==> src/rtl/alu_pkg.sv <==
// rtl/alu_pkg.sv - shared opcodes, FSM states and flag bit positions for the sequential ALU
package alu_pkg;

    typedef enum logic [3:0] {
        OP_ADD  = 4'h0,
        OP_SUB  = 4'h1,
        OP_AND  = 4'h2,
        OP_OR   = 4'h3,
        OP_XOR  = 4'h4,
        OP_NOT  = 4'h5,
        OP_SHL  = 4'h6,
        OP_SHR  = 4'h7,
        OP_ROL  = 4'h8,
        OP_ROR  = 4'h9,
        OP_INC  = 4'hA,
        OP_DEC  = 4'hB,
        OP_PASS = 4'hC,
        OP_CMP  = 4'hD,
        OP_MUL  = 4'hE,
        OP_RSVD = 4'hF
    } alu_op_e;

    typedef enum logic [1:0] {
        ST_IDLE = 2'd0,
        ST_MUL  = 2'd1,
        ST_HOLD = 2'd2
    } alu_state_e;

    // Bit positions inside the registered flag vector
    localparam int FLAG_C = 0;
    localparam int FLAG_Z = 1;
    localparam int FLAG_N = 2;
    localparam int FLAG_V = 3;
    localparam int NFLAGS = 4;

endpackage

==> src/rtl/alu_mul_seq.sv <==
// rtl/alu_mul_seq.sv - unsigned shift-add multiplier, one partial product per cycle
module alu_mul_seq #(
    parameter int WIDTH = 8
) (
    input  logic                 clk,
    input  logic                 rst_n,
    input  logic                 start,
    input  logic [WIDTH-1:0]     a,
    input  logic [WIDTH-1:0]     b,
    output logic                 done,
    output logic [2*WIDTH-1:0]   product
);

    localparam int CW = $clog2(WIDTH + 1);

    logic [2*WIDTH-1:0] acc_q;
    logic [2*WIDTH-1:0] mcand_q;
    logic [WIDTH-1:0]   mplier_q;
    logic [CW-1:0]      cnt_q;

    // The first partial product is folded into the start cycle so that the
    // full product is ready WIDTH-1 edges after start; cnt_q counts iterations done.
    always_ff @(posedge clk) begin
        if (!rst_n) begin
            acc_q    <= '0;
            mcand_q  <= '0;
            mplier_q <= '0;
            cnt_q    <= '0;
        end else if (start) begin
            acc_q    <= b[0] ? {{WIDTH{1'b0}}, a} : '0;
            mcand_q  <= {{(WIDTH-1){1'b0}}, a, 1'b0};
            mplier_q <= {1'b0, b[WIDTH-1:1]};
            cnt_q    <= CW'(1);
        end else if (cnt_q != '0 && cnt_q != CW'(WIDTH)) begin
            if (mplier_q[0]) begin
                acc_q <= acc_q + mcand_q;
            end
            mcand_q  <= {mcand_q[2*WIDTH-2:0], 1'b0};
            mplier_q <= {1'b0, mplier_q[WIDTH-1:1]};
            cnt_q    <= cnt_q + CW'(1);
        end else if (done) begin
            cnt_q <= '0;
        end
    end

    assign done    = (cnt_q == CW'(WIDTH));
    assign product = acc_q;

endmodule

==> src/rtl/alu_nbit_seq.sv <==
// rtl/alu_nbit_seq.sv - registered N-bit ALU with valid/ready handshake and sequential multiply
module alu_nbit_seq
    import alu_pkg::*;
#(
    parameter int WIDTH = 8
) (
    input  logic             clk,
    input  logic             rst_n,
    input  logic             in_valid,
    output logic             in_ready,
    input  logic [WIDTH-1:0] operand_a,
    input  logic [WIDTH-1:0] operand_b,
    input  logic [3:0]       operation,
    output logic             out_valid,
    input  logic             out_ready,
    output logic [WIDTH-1:0] result,
    output logic             carry_out,
    output logic             zero,
    output logic             negative,
    output logic             overflow,
    output logic             busy
);

    localparam int MSB = WIDTH - 1;

    alu_state_e         state_q, state_d;
    logic [WIDTH-1:0]   result_q;
    logic [NFLAGS-1:0]  flags_q;

    logic               accept;
    logic               load_alu;
    logic               load_mul;
    logic               mul_start;
    logic               mul_done;
    logic [2*WIDTH-1:0] mul_product;

    logic [WIDTH:0]     add_ext;
    logic [WIDTH:0]     sub_ext;
    logic [WIDTH:0]     inc_ext;
    logic [WIDTH:0]     dec_ext;

    logic [WIDTH-1:0]   alu_res;
    logic [NFLAGS-1:0]  alu_flags;
    logic [WIDTH-1:0]   mul_res;
    logic [NFLAGS-1:0]  mul_flags;

    alu_mul_seq #(.WIDTH(WIDTH)) u_mul (
        .clk     (clk),
        .rst_n   (rst_n),
        .start   (mul_start),
        .a       (operand_a),
        .b       (operand_b),
        .done    (mul_done),
        .product (mul_product)
    );

    // Borrow for subtraction shows up as bit WIDTH of the extended difference
    assign add_ext = {1'b0, operand_a} + {1'b0, operand_b};
    assign sub_ext = {1'b0, operand_a} - {1'b0, operand_b};
    assign inc_ext = {1'b0, operand_a} + {{WIDTH{1'b0}}, 1'b1};
    assign dec_ext = {1'b0, operand_a} - {{WIDTH{1'b0}}, 1'b1};

    // Single-cycle datapath: result and carry/overflow per opcode, zero/negative from the result
    always_comb begin
        alu_res   = '0;
        alu_flags = '0;
        case (operation)
            OP_ADD: begin
                alu_res           = add_ext[MSB:0];
                alu_flags[FLAG_C] = add_ext[WIDTH];
                alu_flags[FLAG_V] = (operand_a[MSB] == operand_b[MSB]) && (add_ext[MSB] != operand_a[MSB]);
            end
            OP_SUB: begin
                alu_res           = sub_ext[MSB:0];
                alu_flags[FLAG_C] = sub_ext[WIDTH];
                alu_flags[FLAG_V] = (operand_a[MSB] != operand_b[MSB]) && (sub_ext[MSB] != operand_a[MSB]);
            end
            OP_AND:  alu_res = operand_a & operand_b;
            OP_OR:   alu_res = operand_a | operand_b;
            OP_XOR:  alu_res = operand_a ^ operand_b;
            OP_NOT:  alu_res = ~operand_a;
            OP_SHL: begin
                alu_res           = {operand_a[MSB-1:0], 1'b0};
                alu_flags[FLAG_C] = operand_a[MSB];
            end
            OP_SHR: begin
                alu_res           = {1'b0, operand_a[MSB:1]};
                alu_flags[FLAG_C] = operand_a[0];
            end
            OP_ROL: begin
                alu_res           = {operand_a[MSB-1:0], operand_a[MSB]};
                alu_flags[FLAG_C] = operand_a[MSB];
            end
            OP_ROR: begin
                alu_res           = {operand_a[0], operand_a[MSB:1]};
                alu_flags[FLAG_C] = operand_a[0];
            end
            OP_INC: begin
                alu_res           = inc_ext[MSB:0];
                alu_flags[FLAG_C] = inc_ext[WIDTH];
                alu_flags[FLAG_V] = !operand_a[MSB] && inc_ext[MSB];
            end
            OP_DEC: begin
                alu_res           = dec_ext[MSB:0];
                alu_flags[FLAG_C] = dec_ext[WIDTH];
                alu_flags[FLAG_V] = operand_a[MSB] && !dec_ext[MSB];
            end
            OP_PASS: alu_res = operand_a;
            OP_CMP: begin
                // Compare keeps A visible; only carry/overflow come from A-B
                alu_res           = operand_a;
                alu_flags[FLAG_C] = sub_ext[WIDTH];
                alu_flags[FLAG_V] = (operand_a[MSB] != operand_b[MSB]) && (sub_ext[MSB] != operand_a[MSB]);
            end
            default: alu_res = '0;
        endcase
        alu_flags[FLAG_Z] = (alu_res == '0);
        alu_flags[FLAG_N] = alu_res[MSB];
    end

    // Multiply result: low half, with any set bit in the high half flagged as carry and overflow
    always_comb begin
        mul_res           = mul_product[MSB:0];
        mul_flags         = '0;
        mul_flags[FLAG_C] = |mul_product[2*WIDTH-1:WIDTH];
        mul_flags[FLAG_V] = |mul_product[2*WIDTH-1:WIDTH];
        mul_flags[FLAG_Z] = (mul_res == '0);
        mul_flags[FLAG_N] = mul_res[MSB];
    end

    assign accept = in_valid && in_ready;

    // Next-state and load controls; an accept looks the same from IDLE and from a draining HOLD
    always_comb begin
        state_d   = state_q;
        in_ready  = 1'b0;
        load_alu  = 1'b0;
        load_mul  = 1'b0;
        mul_start = 1'b0;
        case (state_q)
            ST_IDLE: in_ready = rst_n;
            ST_HOLD: in_ready = rst_n && out_ready;
            default: in_ready = 1'b0;
        endcase
        case (state_q)
            ST_MUL: begin
                if (mul_done) begin
                    load_mul = 1'b1;
                    state_d  = ST_HOLD;
                end
            end
            default: begin
                if (accept) begin
                    if (operation == OP_MUL) begin
                        mul_start = 1'b1;
                        state_d   = ST_MUL;
                    end else begin
                        load_alu = 1'b1;
                        state_d  = ST_HOLD;
                    end
                end else if (state_q == ST_HOLD && out_ready) begin
                    state_d = ST_IDLE;
                end
            end
        endcase
    end

    // State register and output holding registers
    always_ff @(posedge clk) begin
        if (!rst_n) begin
            state_q  <= ST_IDLE;
            result_q <= '0;
            flags_q  <= '0;
        end else begin
            state_q <= state_d;
            if (load_alu) begin
                result_q <= alu_res;
                flags_q  <= alu_flags;
            end else if (load_mul) begin
                result_q <= mul_res;
                flags_q  <= mul_flags;
            end
        end
    end

    assign out_valid = (state_q == ST_HOLD);
    assign busy      = (state_q == ST_MUL);
    assign result    = result_q;
    assign carry_out = flags_q[FLAG_C];
    assign zero      = flags_q[FLAG_Z];
    assign negative  = flags_q[FLAG_N];
    assign overflow  = flags_q[FLAG_V];

endmodule

==> config.mk <==
export PLATFORM = sky130hd
export DESIGN_NAME = alu_nbit_seq
export DESIGN_NICKNAME = d
export VERILOG_FILES = /design/src/rtl/alu_pkg.sv /design/src/rtl/alu_mul_seq.sv /design/src/rtl/alu_nbit_seq.sv
export SDC_FILE = /design/constraint.sdc
export NUM_CORES = 1
export LEC_CHECK = 0
export ABC_CLOCK_PERIOD_IN_PS = 8600
export CAP_MARGIN = 20
export CELL_PAD_IN_SITES_DETAIL_PLACEMENT = 1
export CELL_PAD_IN_SITES_GLOBAL_PLACEMENT = 1
export CORE_UTILIZATION = 30
export CTS_BUF_LIST = sky130_fd_sc_hd__clkbuf_4
export DETAILED_ROUTE_END_ITERATION = 10
export GPL_TIMING_DRIVEN = 0
export HOLD_SLACK_MARGIN = 0.02
export PLACE_DENSITY = 0.63
export REMOVE_ABC_BUFFERS = 1
export SYNTH_ARGS = -nofsm -noshare
export SYNTH_HDL_FRONTEND = slang
export SYNTH_SLANG_ARGS = --single-unit
export TNS_END_PERCENT = 5
==> constraint.sdc <==
create_clock -name clk -period 8.6 [get_ports clk]
set_clock_uncertainty 0.15 [all_clocks]
set_input_delay 1.72 -clock clk [delete_from_list [all_inputs] [get_ports clk]]
set_output_delay 1.72 -clock clk [all_outputs]
set_load 0.005 [all_outputs]
==> impl_metrics.sql <==
INSERT INTO impl_metrics (metric_group, metric, value, unit) VALUES
('clock_network', 'cts_resized', '0', ''),
('final_layout', 'stdcell_count', '892', ''),
('detailed_routing', 'drt-initial-drc-count', '185', ''),
('final_layout', 'syn2layout_area_growth', '11.6', '%'),
('power', 'power.ir.vdd_worst', '0.000136', 'V'),
('clock_network', 'tritoncts.num_buffers', '5', ''),
('clock_network', 'clkSlewWorstSetupHoldPaths', '0.16', 'ns'),
('clock_network', 'post-cts-setup-buffer-count', '0', ''),
('timing', 'timing_worst_slew_pin_value', '1.07', 'ns'),
('clock_network', 'htreeDepth', '2', ''),
('timing', 'slew_viol_final', '0', ''),
('final_layout', 'final_common_cell', 'sky130_fd_sc_hd__nand2_1', ''),
('global_routing', 'grt_first_pass_wirelength', '28.8', 'mm'),
('worst_setup_path', 'ff2ff_path_depth', '7', ''),
('final_layout', 'layout_common_cells', 'sky130_fd_sc_hd__nand2_1 (111), sky130_fd_sc_hd__a21oi_1 (58), sky130_fd_sc_hd__dfxtp_1 (55)', ''),
('worst_setup_path', 'critical_path_required', '6.73', 'ns'),
('worst_setup_path', 'critical_path_cell_count', '4', ''),
('final_layout', 'final_area', '5620', 'um^2'),
('detailed_routing', 'route.detailed.wl_per_inst', '19.5', 'um'),
('worst_setup_path', 'startpoint_type', 'input pin', ''),
('global_routing', 'grt_max_degree', '42', ''),
('timing', 'setup_tns', '0', 'ns'),
('worst_setup_path', 'biggest_fanout_along_the_worst_timing_path', '9', ''),
('worst_setup_path', 'crit_path_max_incr_delay', '0.68', 'ns'),
('timing', 'post-route-period-util', '0.599', ''),
('place', 'place.port_buffers', '38', ''),
('timing', 'grt_setup_unrepaired', 'no', ''),
('timing', 'report.final.setup_viol', '0', ''),
('global_routing', 'via_count_of_the_first_global_routing_pass', '5256', ''),
('worst_setup_path', 'cp_cell_sequence', 'clkdlybuf4s50_1 -> and2b_1 -> and2_1 -> clkdlybuf4s50_1', ''),
('power', 'power_density', '119', 'nW/um^2'),
('synth', 'netlist-cell-type-count', '85', ''),
('place', 'postPlaceCellArea', '5490', 'um^2'),
('floorplan', 'floorplan.rows', '46', ''),
('hold_path', 'hold_path_class', 'flop to flop', ''),
('status', 'run_status', 'complete, no violations', ''),
('final_layout', 'fill_cells', '1982', ''),
('floorplan', 'die_height', '132', 'um'),
('synth', 'ys_dominant_reg_cell', 'sky130_fd_sc_hd__dfxtp_1', ''),
('synth', 'async_flop_share', '0', ''),
('clock_network', 'clock_latency', '0.41', 'ns'),
('flow_run', 'maxCapViolations', '0', ''),
('floorplan', 'floorplan.io_pins', '39', ''),
('final_layout', 'final_net_count', '746', ''),
('clock_network', 'tritoncts_num_sinks', '55', ''),
('synth', 'synth.yosys.seq_area_share', '0.219', ''),
('worst_setup_path', 'r2r_start', 'state_q[0]', ''),
('worst_setup_path', 'crit_type', 'input pin to primary output', ''),
('clock_network', 'cts_tree', 'built', ''),
('global_routing', 'grtUsageTotal', '0.205', ''),
('worst_setup_path', 'cp_top_family', 'buffers and inverters', ''),
('worst_setup_path', 'worst_path_max_delay_cell', 'sky130_fd_sc_hd__clkdlybuf4s50_1', ''),
('detailed_routing', 'routed_wirelength', '17.4', 'mm'),
('synth', 'synth-warning-count', '0', ''),
('timing', 'slew_margin_rel', '0.287', ''),
('floorplan', 'start_util', '0.312', ''),
('final_layout', 'post_route_cells_drive_above_1_share', '0.0518', ''),
('global_routing', 'antenna_found_initial', '0', ''),
('synth', 'yosysTopAreaCell', 'sky130_fd_sc_hd__dfxtp_1', ''),
('floorplan', 'floorplan.die_area', '17300', 'um^2'),
('synth', 'synth.top_cells.by_area', 'sky130_fd_sc_hd__dfxtp_1 (22%), sky130_fd_sc_hd__ha_1 (11%), sky130_fd_sc_hd__nand2_1 (8.3%)', ''),
('clock_network', 'root_buffer', 'sky130_fd_sc_hd__clkbuf_4', ''),
('final_layout', 'finalCoreUtilization', '0.349', ''),
('clock_network', 'clock_buffer_depth', '2', ''),
('synth', 'post_synth_inst_count', '671', ''),
('detailed_routing', 'post-route-drc-count', '0', ''),
('worst_setup_path', 'crit_path_start', 'rst_n', ''),
('global_routing', 'gr-total-overflow', '0', ''),
('place', 'finalWeightedCongestion', '0.878', ''),
('detailed_routing', 'first_pass_detailed_route_iteration_total', '5', ''),
('worst_setup_path', 'worst-endpoint-arrival', '3.28', 'ns');
-- worst register-to-register path, cell delays in order (launching register included) --
cell,delay (ns)
sky130_fd_sc_hd__dfxtp_1,0.39
sky130_fd_sc_hd__and2b_1,0.22
sky130_fd_sc_hd__nand3_1,0.29
sky130_fd_sc_hd__or2_2,0.73
sky130_fd_sc_hd__nand2_1,0.65
sky130_fd_sc_hd__nor3_1,0.33
sky130_fd_sc_hd__mux2i_1,0.11
sky130_fd_sc_hd__o21ai_0,0.09
-- report_power, final --
part / internal, mW / leakage (nW) / switching (mW) / total, mW
registers: 0.263 / 0.445 / 0.00827 / 0.272
clock network: 0.0629 / 0.0458 / 0.0930 / 0.156
logic: 0.0874 / 1.61 / 0.152 / 0.239
total: 0.414 / 2.10 / 0.253 / 0.666
-- cells by family (layout without fill, tap and decap cells) --
kind of cell | after synthesis | count (layout) | share of synthesized area
simple gates | 271 | 271 | 0.260
compound gates | 194 | 194 | 0.274
buf+inv | 76 | 81 | 0.0706
flops | 55 | 55 | 0.219
fa+ha+maj | 47 | 47 | 0.121
xor+xnor | 14 | 14 | 0.0244
mux | 14 | 14 | 0.0306
-- layout make-up --
type	instances	area [um^2]	share of cell area
multi-input cells	540	3580	0.637
flip-flops and latches	55	1100	0.196
well taps	216	270	0.0481
inverters	30	113	0.0200
repair buffers	43	470	0.0838
clock inverters	3	47.5	0.00847
clock buffers	5	37.5	0.00668
-- registers in the layout, summed over array words and instances (netlist names) --
register	cells
u_mul.mcand_q	15
u_mul.mplier_q	7
u_mul.product	16
u_mul.cnt_q	4
state_q	2
result	7
flags_q	4
-- worst min path at each step --
stage                       from                 to  slack, ns  cells after the start
2_1_floorplan  u_mul.mcand_q[15]  u_mul.mcand_q[15]       0.29                      2
3_3_place_gp   u_mul.mcand_q[15]  u_mul.mcand_q[15]       0.30                      2
3_5_place_dp   u_mul.mcand_q[15]  u_mul.mcand_q[15]       0.31                      2
4_1_cts        u_mul.mcand_q[15]  u_mul.mcand_q[15]       0.33                      2
5_1_grt         u_mul.product[9]   u_mul.product[9]       0.36                      2
6_report       u_mul.mcand_q[15]  u_mul.mcand_q[15]       0.33                      2
-- Yosys cell counts, types with 11 or more instances --
library cell	number
sky130_fd_sc_hd__buf_2	11
sky130_fd_sc_hd__ha_1	44
sky130_fd_sc_hd__o21ai_0	24
sky130_fd_sc_hd__nand3_1	23
sky130_fd_sc_hd__a21oi_1	58
sky130_fd_sc_hd__nor2b_1	13
sky130_fd_sc_hd__clkbuf_1	26
sky130_fd_sc_hd__dfxtp_1	55
sky130_fd_sc_hd__mux2i_1	12
sky130_fd_sc_hd__nor2_1	54
sky130_fd_sc_hd__nand2_1	111
sky130_fd_sc_hd__inv_1	29
sky130_fd_sc_hd__a311oi_1	18
-- stage by stage --
stage	total power [mW]	setup slack (ns)	hold slack, ns
3_5_place_dp	0.506	3.11	0.314
6_report	0.666	3.45	0.331
5_1_grt	0.705	3.38	0.364
2_1_floorplan	0.399	4.48	0.290
3_3_place_gp	0.489	2.81	0.304
4_1_cts	0.665	3.44	0.335
-- per-layer routing --
layer / track usage / up-vias / wire, um
met5: 0 / - / 0
li1: - / 2439 / -
met1: 0.281 / 2502 / 8200
met2: 0.342 / 95 / 8190
met4: 0.0491 / 0 / 302
met3: 0.0228 / 21 / 732
Power figures use the tool's default switching activity.
